==> config.mk <==
export PLATFORM = sky130hd
export DESIGN_NAME = nes_pixel_capture
export DESIGN_NICKNAME = d
export VERILOG_FILES = /design/src/rtl/nes_capture_pkg.sv /design/src/rtl/sync_fifo_fwft.sv /design/src/rtl/nes_pixel_capture.sv
export SDC_FILE = /design/constraint.sdc
export NUM_CORES = 1
export LEC_CHECK = 0
export ABC_CLOCK_PERIOD_IN_PS = 5600
export CAP_MARGIN = 10
export CORE_ASPECT_RATIO = 0.6
export CORE_UTILIZATION = 42
export DETAILED_ROUTE_END_ITERATION = 16
export PLACE_DENSITY = 0.59
export REMOVE_ABC_BUFFERS = 1
export SETUP_SLACK_MARGIN = 0.1
export SLEW_MARGIN = 30
export SYNTH_ARGS = -nofsm -noshare
export SYNTH_HDL_FRONTEND = slang
export SYNTH_SLANG_ARGS = --single-unit
==> constraint.sdc <==
create_clock -name clk -period 5.6 [get_ports clk]
set_clock_uncertainty 0.1 [all_clocks]
set_input_delay 1.12 -clock clk [delete_from_list [all_inputs] [get_ports clk]]
set_output_delay 1.12 -clock clk [all_outputs]
set_load 0.05 [all_outputs]
==> src/rtl/nes_capture_pkg.sv <==
// Shared types and constants for the NES pixel capture block.
// Imported by the capture top level.
package nes_capture_pkg;

    typedef enum logic [1:0] {
        IDLE,
        ARM,
        CAPTURE,
        DROP
    } capture_state_t;

    localparam int PIX_PER_WORD = 4;
    localparam int WORD_W       = 32;

endpackage

==> src/rtl/sync_fifo_fwft.sv <==
// Single-clock first-word-fall-through FIFO.
// A pop on a full FIFO frees the slot for a same-edge push.
module sync_fifo_fwft #(
    parameter int DW    = 34,
    parameter int DEPTH = 8
) (
    input  logic          clk,
    input  logic          rst_n,
    input  logic          push,
    input  logic          pop,
    input  logic [DW-1:0] din,
    output logic [DW-1:0] dout,
    output logic          full,
    output logic          empty
);

    localparam int AW = $clog2(DEPTH);

    logic [DW-1:0] mem [DEPTH];
    logic [AW:0]   wr_ptr;
    logic [AW:0]   rd_ptr;
    logic          do_push;
    logic          do_pop;

    assign empty   = (wr_ptr == rd_ptr);
    assign full    = (wr_ptr[AW] != rd_ptr[AW]) &&
                     (wr_ptr[AW-1:0] == rd_ptr[AW-1:0]);
    assign do_pop  = pop && !empty;
    assign do_push = push && (!full || do_pop);
    // Gate the read port so the output is all-zero whenever nothing is held.
    assign dout    = empty ? '0 : mem[rd_ptr[AW-1:0]];

    always_ff @(posedge clk or negedge rst_n) begin
        if (!rst_n) begin
            wr_ptr <= '0;
            rd_ptr <= '0;
        end else begin
            if (do_push) wr_ptr <= wr_ptr + 1'b1;
            if (do_pop)  rd_ptr <= rd_ptr + 1'b1;
        end
    end

    always_ff @(posedge clk) begin
        if (do_push) mem[wr_ptr[AW-1:0]] <= din;
    end

endmodule

==> src/rtl/nes_pixel_capture.sv <==
// Packs the NES PPU pixel stream into 32-bit words with
// start-of-frame / end-of-line markers on a valid/ready stream.
module nes_pixel_capture
    import nes_capture_pkg::*;
#(
    parameter int WIDTH      = 256,
    parameter int HEIGHT     = 240,
    parameter int FIFO_DEPTH = 8
) (
    input  logic        clk,
    input  logic        rst_n,
    input  logic        en,
    input  logic [7:0]  pixel,
    input  logic        pixel_en,
    input  logic        vblank,
    output logic [31:0] m_data,
    output logic        m_valid,
    input  logic        m_ready,
    output logic        m_sof,
    output logic        m_eol,
    output logic [15:0] frame_cnt,
    output logic        overflow,
    output logic        sync_err
);

    localparam int XW = $clog2(WIDTH);
    localparam int YW = $clog2(HEIGHT);
    localparam int LW = $clog2(PIX_PER_WORD);
    localparam int FW = WORD_W + 2;
    localparam int PW = WORD_W - 8;

    localparam logic [XW-1:0] X_LAST    = XW'(WIDTH - 1);
    localparam logic [YW-1:0] Y_LAST    = YW'(HEIGHT - 1);
    localparam logic [LW-1:0] LANE_LAST = LW'(PIX_PER_WORD - 1);

    capture_state_t state_q, state_d;

    logic [XW-1:0] x_q;
    logic [YW-1:0] y_q;
    logic [PW-1:0] pack_q;
    logic          sof_pend_q;
    logic          vb_q;
    logic          push_q;
    logic          last_q;
    logic [FW-1:0] word_q;
    logic [15:0]   frame_q;
    logic          ovf_q;
    logic          serr_q;

    logic          fifo_full;
    logic          fifo_empty;
    logic [FW-1:0] fifo_dout;
    logic          pop;

    logic          vb_fall;
    logic          vb_rise;
    logic          drop;
    logic [LW-1:0] lane;
    logic          eol_px;
    logic          eof_px;

    logic          take;
    logic          start;
    logic          clr_sticky;
    logic          set_serr;

    assign vb_fall = vb_q & ~vblank;
    assign vb_rise = ~vb_q & vblank;
    assign pop     = ~fifo_empty & m_ready;
    assign drop    = push_q & fifo_full & ~pop;
    assign lane    = x_q[LW-1:0];
    assign eol_px  = (x_q == X_LAST);
    assign eof_px  = eol_px && (y_q == Y_LAST);

    always_ff @(posedge clk or negedge rst_n) begin
        if (!rst_n) state_q <= IDLE;
        else        state_q <= state_d;
    end

    always_comb begin
        state_d = state_q;
        unique case (state_q)
            IDLE: state_d = ARM;
            ARM: begin
                if (drop)         state_d = DROP;
                else if (vb_fall) state_d = CAPTURE;
            end
            CAPTURE: begin
                if (vb_rise)     state_d = ARM;
                else if (drop)   state_d = DROP;
                else if (take && eof_px) state_d = ARM;
            end
            DROP: begin
                if (vb_fall) state_d = CAPTURE;
            end
            default: state_d = IDLE;
        endcase
        if (!en) state_d = IDLE;
    end

    always_comb begin
        take       = 1'b0;
        start      = 1'b0;
        clr_sticky = 1'b0;
        set_serr   = 1'b0;
        unique case (state_q)
            IDLE: clr_sticky = en;
            ARM:  start = en & vb_fall & ~drop;
            CAPTURE: begin
                set_serr = en & vb_rise;
                take     = en & ~vb_rise & ~drop & pixel_en;
            end
            DROP: start = en & vb_fall;
            default: ;
        endcase
    end

    always_ff @(posedge clk or negedge rst_n) begin
        if (!rst_n) begin
            x_q        <= '0;
            y_q        <= '0;
            pack_q     <= '0;
            sof_pend_q <= 1'b0;
            vb_q       <= 1'b1;
            push_q     <= 1'b0;
            last_q     <= 1'b0;
            word_q     <= '0;
        end else begin
            vb_q   <= vblank;
            push_q <= 1'b0;
            if (start) begin
                x_q        <= '0;
                y_q        <= '0;
                sof_pend_q <= 1'b1;
            end
            if (take) begin
                for (int i = 0; i < PIX_PER_WORD - 1; i++) begin
                    if (lane == LW'(i)) pack_q[8*i +: 8] <= pixel;
                end
                if (lane == LANE_LAST) begin
                    push_q     <= 1'b1;
                    word_q     <= {sof_pend_q, eol_px, pixel, pack_q};
                    last_q     <= eof_px;
                    sof_pend_q <= 1'b0;
                end
                if (eol_px) begin
                    x_q <= '0;
                    y_q <= y_q + 1'b1;
                end else begin
                    x_q <= x_q + 1'b1;
                end
            end
        end
    end

    // Frame count and stickies follow the push edge, one clock after sampling.
    always_ff @(posedge clk or negedge rst_n) begin
        if (!rst_n) begin
            frame_q <= '0;
            ovf_q   <= 1'b0;
            serr_q  <= 1'b0;
        end else begin
            if (push_q && !drop && last_q) frame_q <= frame_q + 16'd1;
            if (drop)            ovf_q <= 1'b1;
            else if (clr_sticky) ovf_q <= 1'b0;
            if (set_serr)        serr_q <= 1'b1;
            else if (clr_sticky) serr_q <= 1'b0;
        end
    end

    sync_fifo_fwft #(
        .DW    (FW),
        .DEPTH (FIFO_DEPTH)
    ) u_fifo (
        .clk   (clk),
        .rst_n (rst_n),
        .push  (push_q),
        .pop   (pop),
        .din   (word_q),
        .dout  (fifo_dout),
        .full  (fifo_full),
        .empty (fifo_empty)
    );

    assign m_valid   = ~fifo_empty;
    assign m_data    = fifo_dout[WORD_W-1:0];
    assign m_eol     = fifo_dout[WORD_W];
    assign m_sof     = fifo_dout[WORD_W+1];
    assign frame_cnt = frame_q;
    assign overflow  = ovf_q;
    assign sync_err  = serr_q;

endmodule

==> Yosys cells after proc, flatten, opt, wreduce, memory -nomap -nowiden <==
Memory sizes are Yosys's and may differ from the RTL's.
Cells that the tools add are included.
{ "totals": {"inputBits": 14, "mem_bits_rw": 272, "word_cells": 99, "n_memories": 1, "reg_bits": 106} }
{ "memory_table": {"columns": ["name", "depth", "width", "read_ports", "rd_ports_with_merged_regs", "write_ports", "line", "rtl"], "rows": [
  ["u_fifo.mem", 8, 34, 1, 0, 1, "sync_fifo_fwft.sv:19", "logic [DW-1:0] mem [DEPTH];"]
]} }
{ "op_classes": {"add_sub_neg": 5, "n_bitwise": 17, "muxes": 28, "n_reduce_logical": 20, "n_eq_ne": 12} }
{ "ops": {"columns": ["operator", "n"], "rows": [
  ["$mux W8", 6],
  ["$mux W34", 1],
  ["$add A16 B1 Y16 const B", 1],
  ["$add A8 B1 Y8 const B", 2],
  ["$eq A8 B8 Y1 const B", 2],
  ["$mux W1", 13],
  ["$mux W2", 6],
  ["$and A1 B1 Y1", 11],
  ["$add A4 B1 Y4 const B", 2],
  ["$eq A2 B2 Y1 const B", 4],
  ["$pmux W2 S4", 1],
  ["$reduce_and A2 Y1", 4],
  ["$logic_and A1 B1 Y1", 7],
  ["$not A1 Y1", 6],
  ["$reduce_bool A2 Y1", 3],
  ["$ne A5 B5 Y1 const B", 1],
  ["$eq A2 B1 Y1 const B", 2],
  ["$eq A4 B4 Y1", 1],
  ["$logic_not A2 Y1", 2],
  ["$eq A3 B3 Y1", 1],
  ["$logic_not A1 Y1", 3],
  ["$pmux W1 S2", 1],
  ["$logic_or A1 B1 Y1", 1],
  ["$ne A1 B1 Y1", 1]
]} }

==> Depth between registers and ports, before layout <==
Gate-level depths: netlist of the first run.
{ "logic_depth": {"ltp_word": 15, "ltp_mapped": 8, "mapped_depth_nobuf": 6} }

==> Cells and area by module <==
A second synthesis of the first run with hierarchy kept.
{ "unflattened": {"hier_cells": 809, "area_unflattened_um2": 15188.3} }
{ "modules_own_cells": {"columns": ["mod", "seq_area_each_um2", "area_per_inst_um2", "instances", "cells_per_inst"], "rows": [
  ["sync_fifo_fwft", 8368.0, 10830.4, 1, 489],
  ["nes_pixel_capture", 2453.6, 4357.9, 1, 320]
]} }

==> Worst setup path before layout of the first run <==
OpenSTA, ideal clock, no wires.
{ "synth_timing": {"path_kind": "input to register", "from": "in m_ready", "to": "mem u_fifo.mem[0][0] (enable)", "t_arrival_ns": 4.663, "setup_ns": 0.511, "cell_stages": 4, "slack_ns": 0.326, "path_buffers": 0, "cell_sequence": "nor2_1 > nand2_1 > nand2_1 > nor4_1"} }
{ "synth_via": {"elab_chain_len": 6} }
{ "synth_lines": {"columns": ["element", "line", "rtl"], "rows": [
  ["from (decl)", "nes_pixel_capture.sv:18", "input logic m_ready,"],
  ["$and A1 B1 Y1", "nes_pixel_capture.sv:69", "assign pop = ~fifo_empty & m_ready;"],
  ["$logic_and A1 B1 Y1", "sync_fifo_fwft.sv:28", "assign do_pop = pop && !empty;"],
  ["$logic_or A1 B1 Y1", "sync_fifo_fwft.sv:29", "assign do_push = push && (!full || do_pop);"],
  ["$logic_and A1 B1 Y1", "sync_fifo_fwft.sv:29", null],
  ["$mux W1", "sync_fifo_fwft.sv:44", "if (do_push) mem[wr_ptr[AW-1:0]] <= din;"],
  ["$mux W1 (implied by the code)", "sync_fifo_fwft.sv:44", null],
  ["to (decl)", "sync_fifo_fwft.sv:19", null]
]} }
Every way passes these cells.

==> Worst setup path in the final report of the first run <==
{ "layout_timing": {"from": "reg u_fifo.rd_ptr[0]", "to": "out m_data[13]"} }
{ "layout_via": {"elab_chain_len": 2, "elab_cells_between_ends": 3, "cone_classes": "eq/ne (1); mux (1); memory (1)"} }
{ "layout_lines": {"columns": ["element", "line", "rtl"], "rows": [
  ["from (decl)", "sync_fifo_fwft.sv:21", "logic [AW:0] rd_ptr;"],
  ["from (signal assigned)", "sync_fifo_fwft.sv:39", "if (do_pop) rd_ptr <= rd_ptr + 1'b1;"],
  ["$mem_v2 Z8 W34 or $eq A4 B4 Y1 (tied branches)", null, null],
  ["$mux W34 *", "sync_fifo_fwft.sv:31", "assign dout = empty ? '0 : mem[rd_ptr[AW-1:0]];"],
  ["to (decl)", "nes_pixel_capture.sv:16", "output logic [31:0] m_data,"]
]} }
Mark *: on every way between the ends. The rest lies on a longest branch, timed or not.

==> results of run 1 <==
==> cells in the final DEF (no fill, tap or decap), drive strengths merged, types with 2 or more instances in the layout <==
| cell type | count |
|---|---|
| nor3 | 12 |
| and2 | 2 |
| nand2 | 27 |
| and3 | 5 |
| edfxtp | 272 |
| mux4 | 68 |
| inv | 11 |
| and4 | 2 |
| nand3 | 12 |
| a211o | 2 |
| nor2b | 3 |
| mux2 | 65 |
| a221o | 3 |
| or2 | 2 |
| nor2 | 49 |
| dfrtp | 105 |
| xnor2 | 16 |
| clkdlybuf4s50 | 65 |
| nand2b | 10 |
| bufinv | 2 |
| a21boi | 2 |
| o21ai | 5 |
| a21oi | 10 |
| nand4 | 9 |
| xor2 | 10 |
| mux2i | 36 |
| clkbuf | 52 |
| nor4 | 4 |
| buf | 21 |
| clkinv | 6 |
| or3 | 3 |
| a21o | 6 |
| ha | 8 |
| a22o | 2 |
| clkinvlp | 3 |
==> area by class of cell <==
class	count	share of cell area, %
flip-flops and latches	378	61.83
clock inverters	14	0.8217
well taps	467	3.337
multi-input cells	384	23.05
inverters	8	0.1786
clock buffers	52	6.073
repair buffers	86	4.708
==> metrics by stage <==
| step | area [sq um] | hold WS, ns | setup TNS, ns |
|---|---|---|---|
| global route | 17510 | 0.3939 | 0 |
| detailed placement | 16300 | 0.3716 | 0 |
| global placement | 16300 | 0.3623 | 0 |
| CTS | 17510 | 0.3801 | 0 |
| finish | 17510 | 0.3814 | 0 |
| floorplan | 14840 | 0.3497 | -210.14 |
==> sequential cells by signal, indices dropped and copies added (netlist names), 2 cells and up <==
register and flops:
u_fifo.mem 272, word_q 34, pack_q 24, frame_cnt 16, x_q 8, y_q 8
u_fifo.rd_ptr 4, u_fifo.wr_ptr 4, state_q 2
==> worst max-delay path by stage <==
stage	cells past startpoint	slack [ns]	endpoint
after floorplan	5	-1.66	u_fifo.mem[0][0]$_DFFE_PP_
after CTS	5	0.75	m_data[28]
after detailed placement	5	1.27	m_data[28]
after global routing	5	0.59	m_data[29]
final	5	0.82	m_data[13]
after global placement	6	1.38	u_fifo.mem[7][28]$_DFFE_PP_
==> metal layers <==
metal | part of all wire [%] | routed length (um) | vias to the layer above
met5 | 0 | 0 | -
met3 | 4.3 | 1265 | 35
met4 | 1.4 | 425 | 0
met1 | 50 | 14830 | 3808
li1 | - | - | 3333
met2 | 44 | 13210 | 134
==> cells by family after synthesis <==
kind of cell / count (synthesis) / share of synthesized area, %
xor+xnor: 26 / 1.518
fa+ha+maj: 8 / 0.6674
buf+inv: 39 / 1.268
compound gates: 38 / 2.052
simple gates: 143 / 4.847
flops: 378 / 72.15
mux: 169 / 17.49
==> power groups by stage <==
stage | sequential [mW] | clock [mW] | combinational [mW]
2_1_floorplan | 3.32 | 0 | 0.959
3_3_place_gp | 3.16 | 0 | 1.60
3_5_place_dp | 3.16 | 0 | 1.60
4_1_cts | 3.10 | 2.53 | 1.60
5_1_grt | 3.11 | 2.64 | 1.67
6_report | 3.10 | 2.47 | 1.57
==> impl_metrics.json, run 1 <==
{
  "synth_common_cells": "edfxtp_1 (272), dfrtp_1 (105), mux4_2 (68), mux2_2 (62), nor2_1 (48)",
  "p_seq_share_pct": 43.5,
  "violations": "design-rule violations",
  "htree_levels": 2,
  "nFillCells": 2890,
  "die_x_um": 246.0,
  "p_leak_nw": 6.380,
  "post_drt_wl_per_cell_um": 21.40,
  "cp-end-kind": "primary output",
  "multi_input_area_sq_um": 4036,
  "grt_max_degree": 75,
  "status": "complete, but fails checks",
  "clock_latency_ns": 0.53,
  "slew_headroom_pct": 35.44,
  "yosys_warnings": 0,
  "p_int_mw": 5.073,
  "slowest_stage": "nor4_4",
  "drt_first_pass_iters": 11,
  "period_share_pct": 85.43,
  "drt_iter0_markers": 549,
  "syn_area_sq_um": 15000,
  "hold_violations": 0,
  "start_util_pct": 42.75,
  "cp.required_ns": 4.38,
  "regToRegStartpoint": "u_fifo.rd_ptr[0]$_DFFE_PN0P_",
  "vias": 7310,
  "use_met3_pct": 3.122,
  "rows": 53,
  "ant_nets": 0,
  "drv_cap": 0,
  "path_cells": "xor2_1 -> nor4_4 -> buf_4 -> nor2_1 -> clkdlybuf4s50_1",
  "rsz0062_at_grt": "false",
  "vdd_drop_max_mv": 0.2630,
  "final_cells": 1389,
  "drive_gt1_share_pct": 25.16,
  "synthCells": 801,
  "cellPowerDensity_nw_per_um2": 407.4,
  "ctsHoldBuffers": 0,
  "die_y_um": 148.4,
  "synth_cell_types": 53,
  "sw_frac_of_total_pct": 28.89,
  "antenna_cells": 0,
  "hold_path_depth": 1,
  "viasPerCell": 5.263,
  "fmax_mhz": 209.0,
  "pin_count": 67,
  "cts_tree": "done",
  "hold-path-endpoint": "frame_cnt[15]$_DFFE_PN0P_",
  "critPathBufInv": 2,
  "min_period_ns": 4.784,
  "placed_cells": 1323,
  "path_clk_slew_ns": 0.06,
  "async_flop_share_pct": 28.04,
  "yosysTopAreaCellShare_pct": 54.46,
  "cpPeakStageDelay_ns": 0.87,
  "synth_flop_cell": "edfxtp_1",
  "p_switching_mw": 2.061,
  "power_frac_comb_pct": 22.0,
  "critical_path.top_delay_family": "buffers and inverters",
  "cts_buffer_depth": 3,
  "ys_seq_elements": 378,
  "arrival_ns": 3.56,
  "worstMarginPinSlew_ns": 0.9612,
  "worstHoldStart": "frame_cnt[15]$_DFFE_PN0P_",
  "setup_slack_ns": 0.8157,
  "area_growth_pct": 16.76,
  "grt_pass1_wl_mm": 46.25,
  "final_util_pct": 49.92,
  "nets": 916,
  "cp_max_fo": 25,
  "total_power_mw": 7.135,
  "antenna_found_initial": 0,
  "dp_slack_ns": 1.268,
  "numCtsBuffers": 36,
  "critPathLaunch": "u_fifo.rd_ptr[0]$_DFFE_PN0P_",
  "cts_setup_buffers": 0,
  "slew_violations": 0,
  "dp_hpwl_mm": 17.09,
  "die_area_sq_um": 36490,
  "worstSetupPathType": "register to primary output",
  "grtUsageMet1_pct": 26.30,
  "place.gp.congestion": 0.7216,
  "yosysMostFrequentCell": "edfxtp_1",
  "hold_path_class": "register to register",
  "r2r-end": "u_fifo.mem[3][15]$_DFFE_PP_",
  "reg2regPathDepth": 6,
  "grt_busiest_layer": "met1",
  "syn_avg_cell_area_sq_um": 18.72,
  "cts_root_buffer": "clkbuf_16",
  "regArea_sq_um": 10830,
  "grtUsageTotal_pct": 16.98,
  "grt_pass1_vias": 7395,
  "portBuffers": 66,
  "synth_area_leader_cell": "edfxtp_1",
  "wl_mm": 29.73,
  "clock_power_share_pct": 34.6,
  "setup_viol": 0,
  "synth-edff-count": 272,
  "startpoint_type": "register",
  "drc": 2,
  "postCtsResizedCells": 0,
  "fp.coreArea_sq_um": 35080,
  "yosys-top-cells-area": "edfxtp_1 (54%), dfrtp_1 (18%), mux4_2 (10%), mux2_2 (4.7%), mux2i_1 (2.4%)",
  "met2_usage_pct": 25.06,
  "cts_sinks": 378,
  "seq_area_frac_synth_pct": 72.15,
  "gr-total-overflow": 0,
  "regToRegSetupSlack_ns": 2.18
}
Power figures use the tool's default switching activity.
==> inputs of run 2 (changes only) <==
- CORE_MARGIN: unset -> 2
- PLACE_DENSITY: 0.59 -> 0.61
==> impl_metrics.json, run 2 (synthesis results as in run 1) <==
{
  "worstSetupPathType": "register to primary output",
  "viasPerCell": 5.291,
  "p_seq_share_pct": 44.1,
  "design_area_sq_um": 17520,
  "grt_max_degree": 44,
  "setup_viol": 0,
  "period_share_pct": 82.50,
  "final_cell_mix": "edfxtp_1 (272), dfrtp_1 (102), mux4_2 (68)",
  "postPlaceCellArea_sq_um": 16280,
  "cts_tree": "done",
  "whs_ns": 0.3761,
  "min_period_ns": 4.620,
  "grt_busiest_layer": "met1",
  "regArea_sq_um": 10830,
  "rows": 53,
  "cts_setup_buffers": 0,
  "p_int_mw": 5.140,
  "vdd_drop_max_mv": 0.2184,
  "worstMarginPinSlew_ns": 0.8880,
  "dp_slack_ns": 1.414,
  "use_met3_pct": 3.173,
  "fp.coreArea_sq_um": 35080,
  "cts_root_buffer": "clkbuf_16",
  "rsz0062_at_grt": "false",
  "layout_commonest_cell": "edfxtp_1",
  "path_clk_slew_ns": 0.07,
  "cellPowerDensity_nw_per_um2": 410.5,
  "drv_cap": 0,
  "wl_mm": 29.82,
  "grt_pass1_wl_mm": 45.57,
  "htree_levels": 2,
  "vias": 7318,
  "cp_max_fo": 25,
  "p_leak_nw": 6.369,
  "power_frac_comb_pct": 20.8,
  "dp_hpwl_mm": 16.70,
  "grt_pass1_vias": 7421,
  "cts_sinks": 378,
  "cts_buffer_depth": 3,
  "postCtsResizedCells": 0,
  "drive_gt1_share_pct": 25.00,
  "area_growth_pct": 16.80,
  "antenna_cells": 0,
  "slew_violations": 0,
  "startpoint_type": "register",
  "nFillCells": 2853,
  "ant_nets": 0,
  "grtUsageTotal_pct": 16.64,
  "portBuffers": 66,
  "slew_headroom_pct": 40.43,
  "antenna_found_initial": 0,
  "start_util_pct": 42.75,
  "gr-total-overflow": 0,
  "die_y_um": 150.4,
  "die_x_um": 248.0,
  "sw_frac_of_total_pct": 28.53,
  "status": "completed",
  "arrival_ns": 3.40,
  "place.gp.congestion": 0.7026,
  "multi_input_area_sq_um": 4036,
  "drt_first_pass_iters": 5,
  "largest_register_ffs": 272,
  "hold_violations": 0,
  "drc": 0,
  "clock_latency_ns": 0.52,
  "die_area_sq_um": 37290,
  "nets": 912,
  "grtUsageMet1_pct": 25.61,
  "numCtsBuffers": 35,
  "setup_slack_ns": 0.9802,
  "cp-end-kind": "primary output",
  "met2_usage_pct": 24.42,
  "pin_count": 67,
  "post_drt_wl_per_cell_um": 21.56,
  "cp.required_ns": 4.38,
  "fmax_mhz": 216.5,
  "drt_iter0_markers": 582,
  "clock_power_share_pct": 35.1,
  "ctsHoldBuffers": 0,
  "hold_path_class": "register to register",
  "p_switching_mw": 2.052
}
## run 2: cell count changes in the layout (fill, tap and decap cells not counted), sizes merged
cell | before | now
clkinvlp | 3 | 5
bufinv | 2 | 4
clkbuf | 52 | 45
clkinv | 6 | 9
inv | 11 | 8
buf | 21 | 18
## run 2: path summary, 6_finish.rpt
path                       cells past startpoint                         start  slack [ns]                           end
max in group asynchronous                      2                         rst_n        3.95  u_fifo.rd_ptr[0]$_DFFE_PN0P_
max                                            5  u_fifo.rd_ptr[0]$_DFFE_PN0P_        0.98                    m_data[16]
min                                            1     frame_cnt[15]$_DFFE_PN0P_        0.38     frame_cnt[15]$_DFFE_PN0P_
min reg2reg                                    1     frame_cnt[15]$_DFFE_PN0P_        0.38     frame_cnt[15]$_DFFE_PN0P_
max reg2reg                                    6  u_fifo.rd_ptr[2]$_DFFE_PN0P_        1.84    u_fifo.mem[7][4]$_DFFE_PP_
min in group asynchronous                      1                         rst_n        0.44              y_q[3]$_DFF_PN0_
## run 2: critical path, cell delays in order (launching register included)
cell	delay (ns)
dfrtp_4	0.81
buf_4	0.41
mux4_2	0.55
mux2i_1	0.27
nor2_1	0.10
clkdlybuf4s50_1	0.73
## run 2: power by group through the flow
stage	clock [mW]	sequential, mW	combinational (mW)
after floorplan	0	3.32	0.959
after global placement	0	3.23	1.51
after detailed placement	0	3.23	1.52
after CTS	2.60	3.18	1.53
after global routing	2.71	3.19	1.59
final	2.53	3.17	1.49
## run 2: final cells by class
cell class,count,share of cell area (%)
Clock buffer,45,5.928
Sequential cell,378,61.81
Timing Repair Buffer,83,4.557
Tap cell,467,3.335
Clock inverter,18,1.157
Inverter,8,0.1714
Multi-Input combinational cell,384,23.04
## run 2: per-stage QoR
step | std cells | power (mW) | TNS (ns) | util, %
2_1_floorplan | 770 | 4.281 | -210.14 | -
3_3_place_gp | 1320 | 4.742 | 0 | 46.40
3_5_place_dp | 1320 | 4.759 | 0 | 46.40
4_1_cts | 1383 | 7.304 | 0 | 49.94
5_1_grt | 1383 | 7.493 | 0 | 49.94
6_report | 1383 | 7.192 | 0 | 49.94
## run 2: layer usage
| layer | share of wire (%) | wire (um) |
|---|---|---|
| met1 | 50 | 14830 |
| met2 | 44 | 13200 |
| met3 | 4.4 | 1318 |
| met4 | 1.6 | 471 |
| met5 | 0 | 0 |
==> inputs of run 3 (changes only) <==
- ABC_CLOCK_PERIOD_IN_PS: 5600 -> 4400
- clock period: 5.6 -> 4.4 ns (I/O delays scaled with it)
==> impl_metrics.json, run 3 (synthesis results as in run 1) <==
{
  "postPlaceCellArea_sq_um": 16280,
  "cts_tree": "done",
  "min_period_ns": 3.987,
  "critical_path.top_delay_family": "buffers and inverters",
  "vias": 7399,
  "rsz0062_at_grt": "false",
  "cp.required_ns": 3.42,
  "cts_buffer_depth": 3,
  "grt_pass1_vias": 7538,
  "die_x_um": 248.0,
  "antenna_found_initial": 0,
  "final_cells": 1389,
  "path_cells": "buf_4 -> mux4_2 -> mux2i_1 -> nor2_1 -> buf_4",
  "portBuffers": 66,
  "ant_nets": 0,
  "cp-end-kind": "primary output",
  "cts_root_buffer": "clkbuf_16",
  "path_clk_slew_ns": 0.06,
  "grtUsageTotal_pct": 16.92,
  "grt_max_degree": 76,
  "place.gp.congestion": 0.7023,
  "whs_ns": 0.2983,
  "cp_max_fo": 35,
  "die_area_sq_um": 37290,
  "dp_hpwl_mm": 17.07,
  "hold_path_class": "input pin to asynchronous set/reset pin",
  "arrival_ns": 3.01,
  "numCtsBuffers": 36,
  "postCtsResizedCells": 0,
  "cpMostUsedCell": "buf_4",
  "nFillCells": 2889,
  "regToRegSetupSlack_ns": 1.16,
  "period_share_pct": 90.62,
  "p_leak_nw": 6.365,
  "setup_viol": 0,
  "slew_headroom_pct": 45.45,
  "startpoint_type": "register",
  "drc": 0,
  "post_drt_wl_per_cell_um": 21.69,
  "pin_count": 67,
  "final_cell_mix": "edfxtp_1 (272), dfrtp_1 (102), mux4_2 (68)",
  "wl_mm": 30.13,
  "sw_frac_of_total_pct": 29.48,
  "fp.coreArea_sq_um": 35080,
  "total_power_mw": 8.902,
  "viasPerCell": 5.327,
  "cellPowerDensity_nw_per_um2": 511.8,
  "gr-total-overflow": 0,
  "cts_sinks": 378,
  "area_growth_pct": 15.98,
  "antenna_cells": 0,
  "grt_pass1_wl_mm": 46.89,
  "clock_power_share_pct": 33.3,
  "p_int_mw": 6.278,
  "largest_register_ffs": 272,
  "final_util_pct": 49.59,
  "drt_first_pass_iters": 5,
  "slowest_stage": "dfrtp_4",
  "critPathBufInv": 2,
  "nets": 918,
  "cts_setup_buffers": 0,
  "fmax_mhz": 250.8,
  "drive_gt1_share_pct": 27.44,
  "slew_violations": 0,
  "cpPeakStageDelay_ns": 0.74,
  "drt_iter0_markers": 546,
  "clock_latency_ns": 0.52,
  "hold_violations": 0,
  "die_y_um": 150.4,
  "worstSetupPathType": "register to primary output",
  "vdd_drop_max_mv": 0.4370,
  "power_frac_comb_pct": 22.1,
  "p_switching_mw": 2.624,
  "design_area_sq_um": 17400,
  "status": "completed",
  "placed_cells": 1325,
  "worstMarginPinSlew_ns": 0.8182,
  "drv_cap": 0,
  "start_util_pct": 42.75,
  "ctsHoldBuffers": 0,
  "p_seq_share_pct": 44.6,
  "rows": 53,
  "layout_commonest_cell": "edfxtp_1",
  "htree_levels": 2
}
[run 3: final timing paths]
check                      cells after the start                          from                          end
setup / recovery                               5  u_fifo.rd_ptr[0]$_DFFE_PN0P_                   m_data[23]
hold / removal                                 1                         rst_n             y_q[3]$_DFF_PN0_
setup reg to reg                               6  u_fifo.rd_ptr[0]$_DFFE_PN0P_  u_fifo.mem[3][17]$_DFFE_PP_
hold reg to reg                                1     frame_cnt[15]$_DFFE_PN0P_    frame_cnt[15]$_DFFE_PN0P_
max in group asynchronous                      2                         rst_n        pack_q[5]$_DFFE_PN0P_
min in group clk                               1     frame_cnt[15]$_DFFE_PN0P_    frame_cnt[15]$_DFFE_PN0P_
[run 3: stage by stage]
stage / setup WS (ns) / setup TNS, ns
2_1_floorplan: -2.865 / -590.26
3_3_place_gp: 0.8911 / 0
3_5_place_dp: 0.8470 / 0
4_1_cts: 0.2867 / 0
5_1_grt: 0.1467 / 0
6_report: 0.4127 / 0
[run 3: per-layer routing]
layer	vias to the layer above	wire length, um	part of all wire (%)	global-route usage (%)
li1	3344	-	-	-
met4	0	413	1.4	3.293
met1	3878	14630	49	25.70
met3	38	1496	5.0	3.494
met5	-	0	0	0
met2	139	13590	45	25.42
[run 3: cell type report]
cell class	count	area [sq um]	area share, %
clock buffers	47	993.5	5.711
inverters	8	30.03	0.1726
flip-flops and latches	378	10830	62.25
clock inverters	17	126.4	0.7265
multi-input cells	384	4036	23.20
well taps	467	584.3	3.359
repair buffers	88	797.0	4.582
[run 3: power groups by stage]
stage | sequential (mW) | clock (mW) | combinational [mW]
finish | 3.97 | 2.97 | 1.97
CTS | 3.97 | 3.04 | 2.02
floorplan | 4.23 | 0 | 1.24
global placement | 4.04 | 0 | 2.01
detailed placement | 4.05 | 0 | 2.02
global route | 3.98 | 3.20 | 2.11
[run 3: worst register-to-register path: stages (launching register included)]
cell and delay [ns]:
dfrtp_4 0.74, xor2_1 0.40, nor3_2 0.18, a21boi_1 0.44, nand2_1 0.28, nor2_4 0.42
buf_4 0.37
